$ cat src/rtl/register_file_read_sequencer_pkg.sv
// Shared constants and FSM encoding for the register-file read sequencer.
// The write-address mux and the register file import the same definitions.
package register_file_read_sequencer_pkg;

  localparam int DATA_W = 16;
  localparam int ADDR_W = 4;

  // Operand B is forced to the stack pointer register when RFRA=1.
  localparam logic [3:0] SP_REG = 4'hD;

  typedef enum logic [2:0] {
    ST_IDLE    = 3'd0,
    ST_ISSUE_A = 3'd1,
    ST_ISSUE_B = 3'd2,
    ST_CAPT_B  = 3'd3,
    ST_HOLD    = 3'd4
  } state_t;

  function automatic logic [3:0] sel_addr_b(input logic [7:0] ir, input logic rfra);
    return rfra ? SP_REG : ir[3:0];
  endfunction

endpackage

$ cat src/rtl/register_file_read_sequencer_if.sv
// Bus between the operand-fetch sequencer, the register file and the ALU.
// Valid/Ready: Valid rises only in HOLD with operands frozen; a transfer completes on
// the first rising edge where Valid=1 and Ready=1. Ready while Valid=0 is ignored.
interface register_file_read_sequencer_if #(
  parameter int DATA_W = register_file_read_sequencer_pkg::DATA_W,
  parameter int ADDR_W = register_file_read_sequencer_pkg::ADDR_W
);
  import register_file_read_sequencer_pkg::*;

  logic              Start;
  logic              RFRA;
  logic [7:0]        InstructionRegister;
  logic [ADDR_W-1:0] RegReadAddr;
  logic [DATA_W-1:0] RegReadData;
  logic              WriteEnable;
  logic [ADDR_W-1:0] WriteAddr;
  logic [DATA_W-1:0] WriteData;
  logic [DATA_W-1:0] OperandA;
  logic [DATA_W-1:0] OperandB;
  logic              Valid;
  logic              Ready;
  logic              Busy;
  state_t            state_dbg;

  modport master (
    output Start, RFRA, InstructionRegister, RegReadData,
           WriteEnable, WriteAddr, WriteData, Ready,
    input  RegReadAddr, OperandA, OperandB, Valid, Busy, state_dbg
  );

  modport slave (
    input  Start, RFRA, InstructionRegister, RegReadData,
           WriteEnable, WriteAddr, WriteData, Ready,
    output RegReadAddr, OperandA, OperandB, Valid, Busy, state_dbg
  );

endinterface

$ cat src/rtl/register_file_read_sequencer_bypass.sv
// One operand's forwarding slot: snoops the write port during its ISSUE cycle and
// substitutes the written value for the (stale) register-file read data at capture.
module operand_bypass_slot #(
  parameter int DATA_W = 16,
  parameter int ADDR_W = 4
) (
  input  logic              clk,
  input  logic              rst_n,
  input  logic              clear,
  input  logic              snoop,
  input  logic [ADDR_W-1:0] addr,
  input  logic              we,
  input  logic [ADDR_W-1:0] wa,
  input  logic [DATA_W-1:0] wd,
  input  logic [DATA_W-1:0] rd_data,
  output logic [DATA_W-1:0] capt_data
);

  logic [DATA_W-1:0] byp_data;
  logic              byp_flag;

  always_ff @(posedge clk) begin
    if (!rst_n) begin
      byp_data <= '0;
      byp_flag <= 1'b0;
    end else if (clear) begin
      byp_data <= '0;
      byp_flag <= 1'b0;
    end else if (snoop && we && (wa == addr)) begin
      // The register file returns old data on read-during-write, so keep the new value here.
      byp_data <= wd;
      byp_flag <= 1'b1;
    end
  end

  assign capt_data = byp_flag ? byp_data : rd_data;

endmodule

$ cat src/rtl/register_file_read_sequencer.sv
// Fetches operands A and B through the single synchronous read port, forwarding
// same-cycle writes, and holds them for the ALU until accepted.
module register_file_read_sequencer
  import register_file_read_sequencer_pkg::*;
#(
  parameter int DATA_W = register_file_read_sequencer_pkg::DATA_W,
  parameter int ADDR_W = register_file_read_sequencer_pkg::ADDR_W
) (
  input logic CLK,
  input logic Reset,
  register_file_read_sequencer_if.slave bus
);

  state_t            state, state_nx;
  logic [ADDR_W-1:0] addr_a, addr_b;
  logic [ADDR_W-1:0] addr_a_d, addr_b_d;
  logic              latch_req, issue_a, issue_b, capt_a, capt_b;
  logic              clear_byp;
  logic [DATA_W-1:0] capt_a_data, capt_b_data;

  assign addr_a_d = ADDR_W'(bus.InstructionRegister[7:4]);
  assign addr_b_d = ADDR_W'(sel_addr_b(bus.InstructionRegister, bus.RFRA));

  always_ff @(posedge CLK) begin
    if (!Reset) state <= ST_IDLE;
    else        state <= state_nx;
  end

  always_comb begin
    state_nx  = state;
    latch_req = 1'b0;
    issue_a   = 1'b0;
    issue_b   = 1'b0;
    capt_a    = 1'b0;
    capt_b    = 1'b0;
    case (state)
      ST_IDLE: begin
        if (bus.Start) begin
          latch_req = 1'b1;
          state_nx  = ST_ISSUE_A;
        end
      end
      ST_ISSUE_A: begin
        issue_a  = 1'b1;
        state_nx = ST_ISSUE_B;
      end
      ST_ISSUE_B: begin
        // Read data for A arrives this cycle while B's address goes out.
        issue_b  = 1'b1;
        capt_a   = 1'b1;
        state_nx = ST_CAPT_B;
      end
      ST_CAPT_B: begin
        capt_b   = 1'b1;
        state_nx = ST_HOLD;
      end
      ST_HOLD: begin
        if (bus.Ready) state_nx = ST_IDLE;
      end
      default: state_nx = ST_IDLE;
    endcase
  end

  assign clear_byp = (state_nx == ST_IDLE);

  always_ff @(posedge CLK) begin
    if (!Reset) begin
      addr_a          <= '0;
      addr_b          <= '0;
      bus.RegReadAddr <= '0;
      bus.OperandA    <= '0;
      bus.OperandB    <= '0;
    end else begin
      if (latch_req) begin
        addr_a          <= addr_a_d;
        addr_b          <= addr_b_d;
        bus.RegReadAddr <= addr_a_d;
      end
      if (issue_a) bus.RegReadAddr <= addr_b;
      if (capt_a)  bus.OperandA    <= capt_a_data;
      if (capt_b)  bus.OperandB    <= capt_b_data;
    end
  end

  operand_bypass_slot #(.DATA_W(DATA_W), .ADDR_W(ADDR_W)) u_slot_a (
    .clk       (CLK),
    .rst_n     (Reset),
    .clear     (clear_byp),
    .snoop     (issue_a),
    .addr      (addr_a),
    .we        (bus.WriteEnable),
    .wa        (bus.WriteAddr),
    .wd        (bus.WriteData),
    .rd_data   (bus.RegReadData),
    .capt_data (capt_a_data)
  );

  operand_bypass_slot #(.DATA_W(DATA_W), .ADDR_W(ADDR_W)) u_slot_b (
    .clk       (CLK),
    .rst_n     (Reset),
    .clear     (clear_byp),
    .snoop     (issue_b),
    .addr      (addr_b),
    .we        (bus.WriteEnable),
    .wa        (bus.WriteAddr),
    .wd        (bus.WriteData),
    .rd_data   (bus.RegReadData),
    .capt_data (capt_b_data)
  );

  assign bus.Valid     = (state == ST_HOLD);
  assign bus.Busy      = (state != ST_IDLE);
  assign bus.state_dbg = state;

endmodule

$ cat src/flat_wrapper.sv
// flat-port wrapper written by rule: the top's interface ports become plain ports
module register_file_read_sequencer_flat import register_file_read_sequencer_pkg::*;
#(
  parameter int DATA_W = register_file_read_sequencer_pkg::DATA_W,
  parameter int ADDR_W = register_file_read_sequencer_pkg::ADDR_W
)
  (CLK, Reset, bus_Start, bus_RFRA, bus_InstructionRegister, bus_RegReadData, bus_WriteEnable, bus_WriteAddr, bus_WriteData, bus_Ready, bus_RegReadAddr, bus_OperandA, bus_OperandB, bus_Valid, bus_Busy, bus_state_dbg);
  register_file_read_sequencer_if #(.DATA_W(DATA_W), .ADDR_W(ADDR_W)) bus_i ();
  input logic CLK;
  input logic Reset;
  input wire logic [$bits(bus_i.Start)-1:0] bus_Start;
  input wire logic [$bits(bus_i.RFRA)-1:0] bus_RFRA;
  input wire logic [$bits(bus_i.InstructionRegister)-1:0] bus_InstructionRegister;
  input wire logic [$bits(bus_i.RegReadData)-1:0] bus_RegReadData;
  input wire logic [$bits(bus_i.WriteEnable)-1:0] bus_WriteEnable;
  input wire logic [$bits(bus_i.WriteAddr)-1:0] bus_WriteAddr;
  input wire logic [$bits(bus_i.WriteData)-1:0] bus_WriteData;
  input wire logic [$bits(bus_i.Ready)-1:0] bus_Ready;
  output wire logic [$bits(bus_i.RegReadAddr)-1:0] bus_RegReadAddr;
  output wire logic [$bits(bus_i.OperandA)-1:0] bus_OperandA;
  output wire logic [$bits(bus_i.OperandB)-1:0] bus_OperandB;
  output wire logic [$bits(bus_i.Valid)-1:0] bus_Valid;
  output wire logic [$bits(bus_i.Busy)-1:0] bus_Busy;
  output wire logic [$bits(bus_i.state_dbg)-1:0] bus_state_dbg;
  assign bus_i.Start = bus_Start;
  assign bus_i.RFRA = bus_RFRA;
  assign bus_i.InstructionRegister = bus_InstructionRegister;
  assign bus_i.RegReadData = bus_RegReadData;
  assign bus_i.WriteEnable = bus_WriteEnable;
  assign bus_i.WriteAddr = bus_WriteAddr;
  assign bus_i.WriteData = bus_WriteData;
  assign bus_i.Ready = bus_Ready;
  assign bus_RegReadAddr = bus_i.RegReadAddr;
  assign bus_OperandA = bus_i.OperandA;
  assign bus_OperandB = bus_i.OperandB;
  assign bus_Valid = bus_i.Valid;
  assign bus_Busy = bus_i.Busy;
  assign bus_state_dbg = bus_i.state_dbg;
  register_file_read_sequencer #(.DATA_W(DATA_W), .ADDR_W(ADDR_W)) u_core (.CLK(CLK), .Reset(Reset), .bus(bus_i));
endmodule
$ cat config.mk
export PLATFORM = sky130hd
export DESIGN_NAME = register_file_read_sequencer_flat
export DESIGN_NICKNAME = d
export VERILOG_FILES = /design/src/rtl/register_file_read_sequencer_pkg.sv /design/src/rtl/register_file_read_sequencer_if.sv /design/src/rtl/register_file_read_sequencer_bypass.sv /design/src/rtl/register_file_read_sequencer.sv /design/src/flat_wrapper.sv
export SDC_FILE = /design/constraint.sdc
export NUM_CORES = 1
export LEC_CHECK = 0
export ABC_CLOCK_PERIOD_IN_PS = 1900
export BUFFER_PORTS_ARGS = -buffer_cell sky130_fd_sc_hd__buf_2
export CORE_MARGIN = 3
export CORE_UTILIZATION = 52
export CTS_CLUSTER_DIAMETER = 80
export DETAILED_ROUTE_END_ITERATION = 10
export HOLD_SLACK_MARGIN = 0.06
export PLACE_DENSITY = 0.81
export SLEW_MARGIN = 20
export SYNTH_ARGS = -nofsm -noshare
export SYNTH_HDL_FRONTEND = slang
export SYNTH_SLANG_ARGS = --single-unit
$ cat constraint.sdc
create_clock -name CLK -period 1.9 [get_ports CLK]
set_input_delay 0.095 -clock CLK [delete_from_list [all_inputs] [get_ports CLK]]
set_output_delay 0.095 -clock CLK [all_outputs]
set_load 0.02 [all_outputs]
# [Yosys cells after proc, flatten, opt, wreduce, memory -nomap -nowiden]
# Cells that the tools add are included.
[classes] n_eq_ne=6 mux=13 n_bitwise=1 reduce_logical=9
[ops] operator="$mux W16" n=2
[ops] operator="$pmux W3 S5" n=1
[ops] operator="$mux W4" n=3
[ops] operator="$eq A4 B4 Y1" n=2
[ops] operator="$eq A3 B2 Y1 const B" n=2
[ops] operator="$logic_not A3 Y1" n=2
[ops] operator="$mux W3" n=2
[ops] operator="$mux W1" n=5
[ops] operator="$logic_and A1 B1 Y1" n=4
[ops] operator="$eq A3 B1 Y1 const B" n=1
[ops] operator="$eq A3 B3 Y1 const B" n=1
[ops] operator="$reduce_bool A3 Y1" n=1
[ops] operator="$reduce_bool A2 Y1" n=1
[ops] operator="$reduce_or A2 Y1" n=1
[ops] operator="$not A1 Y1" n=1
[totals] reg_bits=81 in_bits=50 output_inout_bits=41 wordCells=39

# [Depth between registers and ports, before layout]
# Gate-level depths: netlist (run 1).
[depth] ltp_word=4 ltp_mapped=6 ltp_nobuf=4

# [By module]
# Synthesis (run 1) repeated with hierarchy kept, for this count alone.
[hier_totals] hier_cells=421 area_unflattened_um2=3812.4
[modules_own_cells] mod="register_file_read_sequencer" instances=1 cells_per_inst=219 area_each_um2=1915.6
[modules_own_cells] mod="operand_bypass_slot" instances=2 cells_per_inst=101 area_each_um2=948.4

# [Worst setup path after synthesis (run 1)]
# Ideal clock, no wire load.
[synth_path] kind="flip-flop to flip-flop" startpoint="register u_core.state[1], in the netlist u_core.bus.state_dbg[1]" endpoint="register u_core.u_slot_b.byp_data[10]" setup_ns=0.072 arrival_time_ns=1.666 required_time_ns=1.828 slack_ns=0.163 stages_incl_launch_ff=7 n_path_buf=2 synth_period_minus_slack_ns=1.737 path_cell_list="dfxtp_1 > buf_4 > nor3b_4 > nand4_1 > nor2_4 > buf_6 > mux2i_1"
[synth_via] elab_chain_len=4 word_cells_on_any_way=13 cone_classes="eq/ne: 4; mux: 4; reduce/logical: 5"
[synth_lines] element="start: declaration" line="register_file_read_sequencer.sv:14" source="state_t state, state_nx;"
[synth_lines] element="start signal: assignment" line="register_file_read_sequencer.sv:26" source="else state <= state_nx;"
[synth_lines] element="$eq A3 B3 Y1, or another cell as far along" line="register_file_read_sequencer.sv:36" source="case (state)"
[synth_lines] element="$pmux W3 S5 or $mux W1 (tied branches)" line="register_file_read_sequencer.sv:36"
[synth_lines] element="$logic_not A3 Y1 or $logic_and A1 B1 Y1 (tied branches)" line="register_file_read_sequencer.sv:64, register_file_read_sequencer_bypass.sv:29"
[synth_lines] element="$reduce_or A2 Y1 (no source line) or $logic_and A1 B1 Y1 (tied branches)"
[synth_lines] element="end signal: assignment" line="register_file_read_sequencer_bypass.sv:31" source="byp_data <= wd;"
[synth_lines] element="end: declaration" line="register_file_read_sequencer_bypass.sv:19" source="logic [DATA_W-1:0] byp_data;"
# Parallel ways exist; a longest one is shown, timed or not.
# A chain may end at the register's enable or synchronous reset.

# [Worst setup path after layout (run 1)]
[layout_path] startpoint="register u_core.state[0], in the netlist u_core.bus.state_dbg[0]" endpoint="register u_core.u_slot_a.byp_data[12]"
[layout_via] elab_chain_len=4 word_cells_on_any_way=13 cone_classes="eq/ne: 4; mux: 4; reduce/logical: 5"
[layout_lines] element="$eq A3 B3 Y1, or another cell as far along" line="register_file_read_sequencer.sv:36"
[layout_lines] element="$pmux W3 S5 or $mux W1 (tied branches)" line="register_file_read_sequencer.sv:36"
[layout_lines] element="$logic_not A3 Y1 or $logic_and A1 B1 Y1 (tied branches)" line="register_file_read_sequencer.sv:64, register_file_read_sequencer_bypass.sv:29"
[layout_lines] element="$reduce_or A2 Y1 (no source line) or $logic_and A1 B1 Y1 (tied branches)"
[layout_lines] element="end signal: assignment" line="register_file_read_sequencer_bypass.sv:31"
[layout_lines] element="end: declaration" line="register_file_read_sequencer_bypass.sv:19"
# Parallel ways exist; a longest one is shown, timed or not.

==> summary.txt, run 1 <==
Final core utilization: 0.721
DIE AREA: 7500 µm²
Congestion Overflow GR: 0
CTS Sinks: 81
Final #Nets: 521
Total GRT Usage: 0.236
Crit path capture type: flip-flop
Initial antenna violation count: 0
Critical path arrival: 2020 ps
Critical Path RT: 2170 ps
Ports: 91
Netlist cell types: 27
Area delta synth->final: 29.9%
Leakage power: 0.00174 µW
Setup repair after global routing missed its margin: no
CP Max Fanout: 25
R2R Path End: u_core.u_slot_a.byp_data[12]
Setup violators final: 0
DR vias: 2940
Post-synth EDFFs: 0
WL final: 8.56 mm
Drc violations: 0
Synth Warn #: 0
Max cap viols: 0
CTS buffer count: 9
Rows: 28
Power Density: 823 nW/µm²
Die Wd: 86.6 µm
# diodes: 0
H-Tree Depth: 3
Run status: finished clean
Largest net degree at the start of global routing: 51
Dpl hpwl: 5.63 mm
Slew headroom: 0.557
Crit. Startpoint: u_core.bus.state_dbg[0]
Max Fclk: 571 MHz
Port Buf Inserts: 90
Vias in the first global route: 3016
Worst Hold Class: input pin to flip-flop
Die H: 86.6 µm
Seq cells post-synth: 81
CP startpoint kind: flip-flop
Worst R2R Start: u_core.bus.state_dbg[0]
DR pass1 iterations: 4
Syn_nets: 406
Via density: 5.34
FILL cells: 452
Reg-to-reg slack, setup: 150 ps
Period minus WS final: 1750 ps
Mean Syn Cell Area: 9.50 µm²
Clk Latency, worst-skew pair: 350 ps
WHS Path Cells: 3
Clock root cell: clkbuf_8
CORE AREA: 6100 µm²
Worst setup endpoint: u_core.u_slot_a.byp_data[12]
Setup Buffers After CTS: 0
Cells after synthesis: 356
VDD IR max: 0.632 mV
Clk buf depth: 2
Final period utilization: 0.922
Placer congestion estimate: 0.768
Avg WL per Cell: 15.5 µm
Share of cells above drive strength 1: 0.267
Routed Antenna Nets: 0
Most used DFF post-synth: dfxtp_1
Slew @ Worst Pin: 663 ps
Worst reg-to-reg path cell count: 7
Sequential element share of the synthesized area: 0.480
Ys async rst share: 0
Initial core utilization: 0.555
Setup TNS: 0 ps
Worst setup path category: flip-flop to flip-flop
Initial drt markers: 185
Fin Hold WS: 73.2 ps
Final Skew: 13.0 ps
Global-route wire length before repair: 13.9 mm
Final Max Tran Viols: 0
Synthesized area: 3380 µm²
CTS clk-pin slew, worst paths: 80 ps
Final Hold Fails: 0
CTS tree: done
-- metal layers --
layer	part of all wire	wire length, µm	GRT usage
met5	0	0	0
met4	0.024	205	0.120
met3	0.050	430	0.0437
met2	0.50	4250	0.398
met1	0.43	3680	0.284
-- worst min path at each step --
| stage | from | end | slack, ps |
|---|---|---|---|
| 6_report | bus_WriteData[0] | u_core.u_slot_b.byp_data[0] | 70 |
| 3_3_place_gp | bus_InstructionRegister[0] | u_core.addr_b[0] | 360 |
| 2_1_floorplan | Reset | u_core.bus.state_dbg[2] | 210 |
| 5_1_grt | bus_WriteData[0] | u_core.u_slot_a.byp_data[0] | 80 |
| 3_5_place_dp | bus_InstructionRegister[3] | u_core.addr_b[3] | 380 |
| 4_1_cts | bus_WriteData[0] | u_core.u_slot_b.byp_data[0] | 60 |
-- report_power, final --
group | internal [µW] | total, µW | switching [µW]
Sequential | 1780 | 1840 | 57.4
Clock | 511 | 1120 | 610
Combinational | 274 | 656 | 383
-- layout by cell type, fill, tap and decap left out, drive strengths merged --
cell type | netlist | routed
a211oi | 32 | 32
a21oi | 5 | 5
a31oi | 4 | 4
and3b | 1 | 1
buf | 16 | 104
clkbuf | 10 | 13
clkinv | 1 | 3
clkinvlp | 0 | 2
dfxtp | 81 | 81
dlygate4sd3 | 0 | 25
inv | 1 | 1
mux2i | 64 | 64
nand2 | 70 | 70
nand2b | 1 | 1
nand3b | 1 | 1
nand4 | 1 | 1
nor2 | 39 | 39
nor3 | 10 | 10
nor3b | 3 | 3
nor4b | 2 | 2
o21a | 3 | 3
o2bb2ai | 1 | 1
or3 | 1 | 1
xnor2 | 9 | 9
-- registers in the layout (all words and copies together), names as in the netlist --
signal / cells
u_core.u_slot_b.byp_data: 16
u_core.addr_b: 4
u_core.addr_a: 4
u_core.bus.OperandA: 16
u_core.u_slot_b.byp_flag: 1
u_core.u_slot_a.byp_data: 16
u_core.bus.state_dbg: 3
u_core.u_slot_a.byp_flag: 1
u_core.bus.OperandB: 16
u_core.bus.RegReadAddr: 4
-- synthesized netlist by cell type (2+ instances only) --
cell | instances | share of area
nor2_1 | 38 | 0.042
a21oi_1 | 5 | 0.0074
nor3b_4 | 2 | 0.011
nor3_1 | 10 | 0.015
a211oi_1 | 32 | 0.071
clkbuf_1 | 10 | 0.011
mux2i_1 | 64 | 0.19
nand2_1 | 70 | 0.078
buf_6 | 3 | 0.010
buf_2 | 12 | 0.018
dfxtp_1 | 81 | 0.48
o21a_1 | 3 | 0.0067
xnor2_1 | 9 | 0.023
a31oi_1 | 4 | 0.0074
-- logic make-up (layout without fill, tap and decap cells) --
logic type,after synthesis,in the layout,share of synthesized area
AND/OR/NAND/NOR,129,129,0.169
flip-flops,81,81,0.480
buffers and inverters,28,148,0.0433
AO/OA/AOI/OAI,45,45,0.0951
multiplexers,64,64,0.189
XOR/XNOR,9,9,0.0233
-- repair_timing --
item | in CTS | in global routing
hold buffers | 25 | 0
setup endpoints to repair | 0 | 12
resized for setup | 0 | 2
hold endpoints to repair | 43 | 0
-- critical path, stage by stage, from the launching register on --
cell,delay (ps)
dfxtp_1,320
buf_4,180
nor4b_1,340
buf_4,190
o2bb2ai_4,150
buf_12,200
nand2_1,110
mux2i_1,170
-- through the flow --
stage | cells | cell area, µm² | total power (µW) | worst slack (ps)
final | 551 | 4390 | 3620 | 148
after global placement | 509 | 3940 | 2450 | 224
after CTS | 550 | 4360 | 3610 | 116
after floorplan | 356 | 3380 | 2250 | 163
after global routing | 551 | 4390 | 3780 | 51.1
after detailed placement | 509 | 3940 | 2470 | 130
-- final cells by class --
cell class | instances | area (µm²) | share of cell area
multi-input cells | 247 | 1640 | 0.373
flip-flops and latches | 81 | 1620 | 0.369
repair buffers | 130 | 856 | 0.195
clock buffers | 12 | 145 | 0.0330
well taps | 75 | 93.8 | 0.0214
clock inverters | 4 | 28.8 | 0.00655
inverters | 2 | 7.51 | 0.00171
No activity file was read; power rests on OpenSTA's default activity.
==> run 2, diff against run 1 <==
--- a/config.mk
+++ b/config.mk
@@ -5,15 +5,16 @@
 export SDC_FILE = /design/constraint.sdc
 export NUM_CORES = 1
 export LEC_CHECK = 0
-export ABC_CLOCK_PERIOD_IN_PS = 1900
+export ABC_CLOCK_PERIOD_IN_PS = 2260
 export BUFFER_PORTS_ARGS = -buffer_cell sky130_fd_sc_hd__buf_2
 export CORE_MARGIN = 3
-export CORE_UTILIZATION = 52
+export CORE_UTILIZATION = 58
 export CTS_CLUSTER_DIAMETER = 80
 export DETAILED_ROUTE_END_ITERATION = 10
 export HOLD_SLACK_MARGIN = 0.06
-export PLACE_DENSITY = 0.81
+export PLACE_DENSITY = 0.87
 export SLEW_MARGIN = 20
 export SYNTH_ARGS = -nofsm -noshare
 export SYNTH_HDL_FRONTEND = slang
+export SYNTH_HIERARCHICAL = 1
 export SYNTH_SLANG_ARGS = --single-unit
==> constraint.sdc (replaced) <==
create_clock -name CLK -period 2.26 [get_ports CLK]
set_input_delay 0.113 -clock CLK [delete_from_list [all_inputs] [get_ports CLK]]
set_output_delay 0.113 -clock CLK [all_outputs]
set_load 0.02 [all_outputs]
==> run 2 against run 1 <==
- highest routed layer is now met5
- flip-flop and latch count stayed put
- clock skew decreased by 3.5 ps
- cell count is 8.2% higher
- die area grew 1.0%
- first-iteration DRC count is 20% higher
==> summary.txt, run 2 <==
Run status: finished clean (unchanged)
Synth Area in Compound Gates: 0.201 (was 0.0951)
Avg WL per Cell: 16.6 µm (was 15.5 µm)
Slew @ Worst Pin: 756 ps (was 663 ps)
Routed Antenna Nets: 0 (unchanged)
CTS clk-pin slew, worst paths: 80 ps (about the same)
Port Buf Inserts: 90 (unchanged)
CTS tree: done (unchanged)
Die Wd: 87.1 µm (was 86.6 µm)
Critical path arrival: 2360 ps (was 2020 ps)
Drc violations: 0 (unchanged)
Rows: 28 (unchanged)
Slew headroom: 0.495 (was 0.557)
DR vias: 3385 (was 2940)
Synth Area in XOR/XNOR: 0.0207 (was 0.0233)
Area delta synth->final: 20.7% (was 29.9%)
R2R Path End: u_core/u_slot_a/byp_data[13] (was u_core.u_slot_a.byp_data[12])
WL met2: 5.03 mm (was 4.25 mm)
Worst setup path category: flip-flop to flip-flop (unchanged)
Initial core utilization: 0.622 (was 0.555)
Worst R2R Start: u_core/bus.state_dbg[0] (was u_core.bus.state_dbg[0])
Leakage power: 0.00175 µW (was 0.00174 µW)
Worst setup endpoint: u_core/u_slot_a/byp_data[13] (was u_core.u_slot_a.byp_data[12])
Most used DFF post-synth: dfxtp_1 (unchanged)
Post-synth top area cell: dfxtp_1 (unchanged)
Syn_nets: 471 (was 406)
DIE AREA: 7580 µm² (was 7500 µm²)
Period minus WS final: 2130 ps (was 1750 ps)
Post-synthesis mux area share: 0.0945 (was 0.189)
Synth Area in Simple Gates: 0.190 (was 0.169)
Most frequent cells in the layout: buf_2, dfxtp_1, nand2_1, nand3_1, a21boi_0 (was buf_2, dfxtp_1, nand2_1, mux2i_1, nor2_1)
Final Hold Fails: 0 (unchanged)
Initial drt markers: 222 (was 185)
Ys async rst share: 0 (unchanged)
Share of the synthesized area in the top cell type: 0.425 (was 0.480)
Crit. Startpoint: u_core/bus.state_dbg[0] (was u_core.bus.state_dbg[0])
Max cap viols: 0 (unchanged)
CP startpoint kind: flip-flop (unchanged)
VDD IR max: 0.485 mV (was 0.632 mV)
FILL cells: 441 (was 452)
Switching power total: 860 µW (was 1050 µW)
Largest net degree at the start of global routing: 53 (was 51)
DRT met1 WL: 3.79 mm (was 3.68 mm)
Clock root cell: clkbuf_8 (unchanged)
Cells after synthesis: 421 (was 356)
Sequential element share of the synthesized area: 0.425 (was 0.480)
Setup TNS: 0 ps (unchanged)
Sequential share of power: 0.480 (was 0.508)
Crit path capture type: flip-flop (unchanged)
Synth Warn #: 6 (was 0)
CTS buffer count: 9 (unchanged)
Final period utilization: 0.942 (was 0.922)
Final Skew: 9.50 ps (was 13.0 ps)
Setup violators final: 0 (unchanged)
Die H: 87.1 µm (was 86.6 µm)
Placer congestion estimate: 1.01 (was 0.768)
Synth top area cells: dfxtp_1, mux2_2, a21boi_0 (was dfxtp_1, mux2i_1, nand2_1)
Post-placement cell count: 558 (was 509)
Top-count cell post-synth: dfxtp_1 (unchanged)
Post-Layout Cell Count: 596 (was 551)
Critical Path RT: 2490 ps (was 2170 ps)
H-Tree Depth: 3 (unchanged)
Ports: 91 (unchanged)
Worst Hold Class: input pin to flip-flop (unchanged)
Largest family of logic cells by synthesized area: compound AO/OA/AOI/OAI gates (was multiplexers)
Logic pwr share: 0.163 (was 0.181)
Netlist cell types: 32 (was 27)
Initial antenna violation count: 1 (was 0)
Post-Synth Adder-Cell Area: 0 (unchanged)
Synthesized area: 3810 µm² (was 3380 µm²)
DR pass1 iterations: 5 (was 4)
CORE AREA: 6130 µm² (was 6100 µm²)
Clock Power Share: 0.357 (was 0.310)
Max Fclk: 470 MHz (was 571 MHz)
Pint: 2320 µW (was 2570 µW)
# diodes: 0 (unchanged)
Mean Syn Cell Area: 9.06 µm² (was 9.50 µm²)
Max layer used: met5 (was met4)
Worst reg-to-reg path cell count: 4 (was 7)
Clk buf depth: 2 (unchanged)
Commonest non-fill, non-tap cell in the layout: buf_2 (unchanged)
Dpl hpwl: 6.88 mm (was 5.63 mm)
Global-route wire length before repair: 15.8 mm (was 13.9 mm)
Vias in the first global route: 3442 (was 3016)
Post-synth EDFFs: 0 (unchanged)
Seq cells post-synth: 81 (unchanged)
Setup Buffers After CTS: 0 (unchanged)
Congestion Overflow GR: 0 (unchanged)
Final Max Tran Viols: 0 (unchanged)
WL final: 9.90 mm (was 8.56 mm)
Switch share: 0.271 (was 0.290)
Fin Hold WS: 66.5 ps (was 73.2 ps)
Total GRT Usage: 0.269 (was 0.236)
Reg-to-reg slack, setup: 130 ps (was 150 ps)
Clk Latency, worst-skew pair: 350 ps (about the same)
Power Density: 690 nW/µm² (was 823 nW/µm²)
Share of cells above drive strength 1: 0.299 (was 0.267)
Setup repair after global routing missed its margin: no (unchanged)
Final #Nets: 567 (was 521)
CP Max Fanout: 16 (was 25)
CTS Sinks: 81 (unchanged)
Via density: 5.68 (was 5.34)
Synth top cells by count: dfxtp_1, nand2_1, nand3_1 (was dfxtp_1, nand2_1, mux2i_1)
Met3 WL: 737 µm (was 430 µm)
==> run 2: cell types whose count changed after synthesis, moves of 7 or more <==
| cell | previous run | this run |
|---|---|---|
| mux2i_1 | 64 | 0 |
| a211oi_1 | 32 | 0 |
| a21boi_0 | 0 | 40 |
| nand2_1 | 70 | 77 |
| nand3_1 | 0 | 44 |
| o21ai_0 | 0 | 33 |
| a21boi_2 | 0 | 9 |
| mux2_2 | 0 | 32 |
| a21boi_1 | 0 | 20 |
| nor2_1 | 38 | 5 |
==> run 2: how the worst min path moves through the flow <==
| stage | from | end | cells past startpoint |
|---|---|---|---|
| global placement | bus_InstructionRegister[6] | u_core/bus.RegReadAddr[2] | 3 |
| detailed placement | bus_InstructionRegister[5] | u_core/bus.RegReadAddr[1] | 3 |
| global route | bus_InstructionRegister[3] | u_core/addr_b[3] | 3 |
| finish | bus_InstructionRegister[3] | u_core/addr_b[3] | 3 |
| CTS | bus_InstructionRegister[3] | u_core/addr_b[3] | 3 |
| floorplan | bus_InstructionRegister[4] | u_core/addr_a[0] | 2 |
==> run 2: metal layers <==
| metal | global-route usage | vias to the layer above |
|---|---|---|
| met2 | 0.491 | 130 |
| met1 | 0.287 | 1579 |
| li1 | - | 1646 |
| met4 | 0.144 | 2 |
| met3 | 0.0558 | 28 |
| met5 | 0 | - |
==> run 2: cell families (layout without fill, tap and decap cells) <==
group | count (synthesis) | after routing
compound gates | 109 | 109
xor+xnor | 9 | 9
buf+inv | 36 | 136
flops | 81 | 81
mux | 32 | 32
simple gates | 154 | 154
==> run 2: final cells by class <==
type,count,area [µm²],share of cell area
multi-input combinational,304,1930,0.420
sequential,81,1620,0.352
timing repair buffer,120,733,0.159
clock buffer,10,128,0.0277
tap,75,93.8,0.0204
clock inverter,5,81.3,0.0177
inverter,1,8.76,0.00190
==> run 2: power by group through the flow <==
stage	registers [µW]	clock network, µW	logic (µW)
finish	1530	1130	518
global route	1530	1210	564
CTS	1530	1140	512
detailed placement	1560	0	478
global placement	1560	0	466
floorplan	1590	0	314
==> run 2: critical path: stages (launching register included) <==
cell      delay (ps)
dfxtp_1          540
nor3b_1          440
nand3_1          500
o21ai_0          370
a21boi_0         150
==> run 2: repair_timing <==
item                       4_1_cts  5_1_grt
hold endpoints to repair        41        0
resized for setup                0        2
hold buffers                    23        0
setup endpoints to repair        0       13
==> run 2: per-stage QoR <==
step,worst slack (ps),utilization,total power (µW),area [µm²]
floorplan,62.5,-,1900,3810
global placement,290,0.678,2020,4160
detailed placement,203,0.678,2040,4160
CTS,132,0.749,3180,4590
global route,9.04,0.750,3300,4600
finish,130,0.750,3180,4600
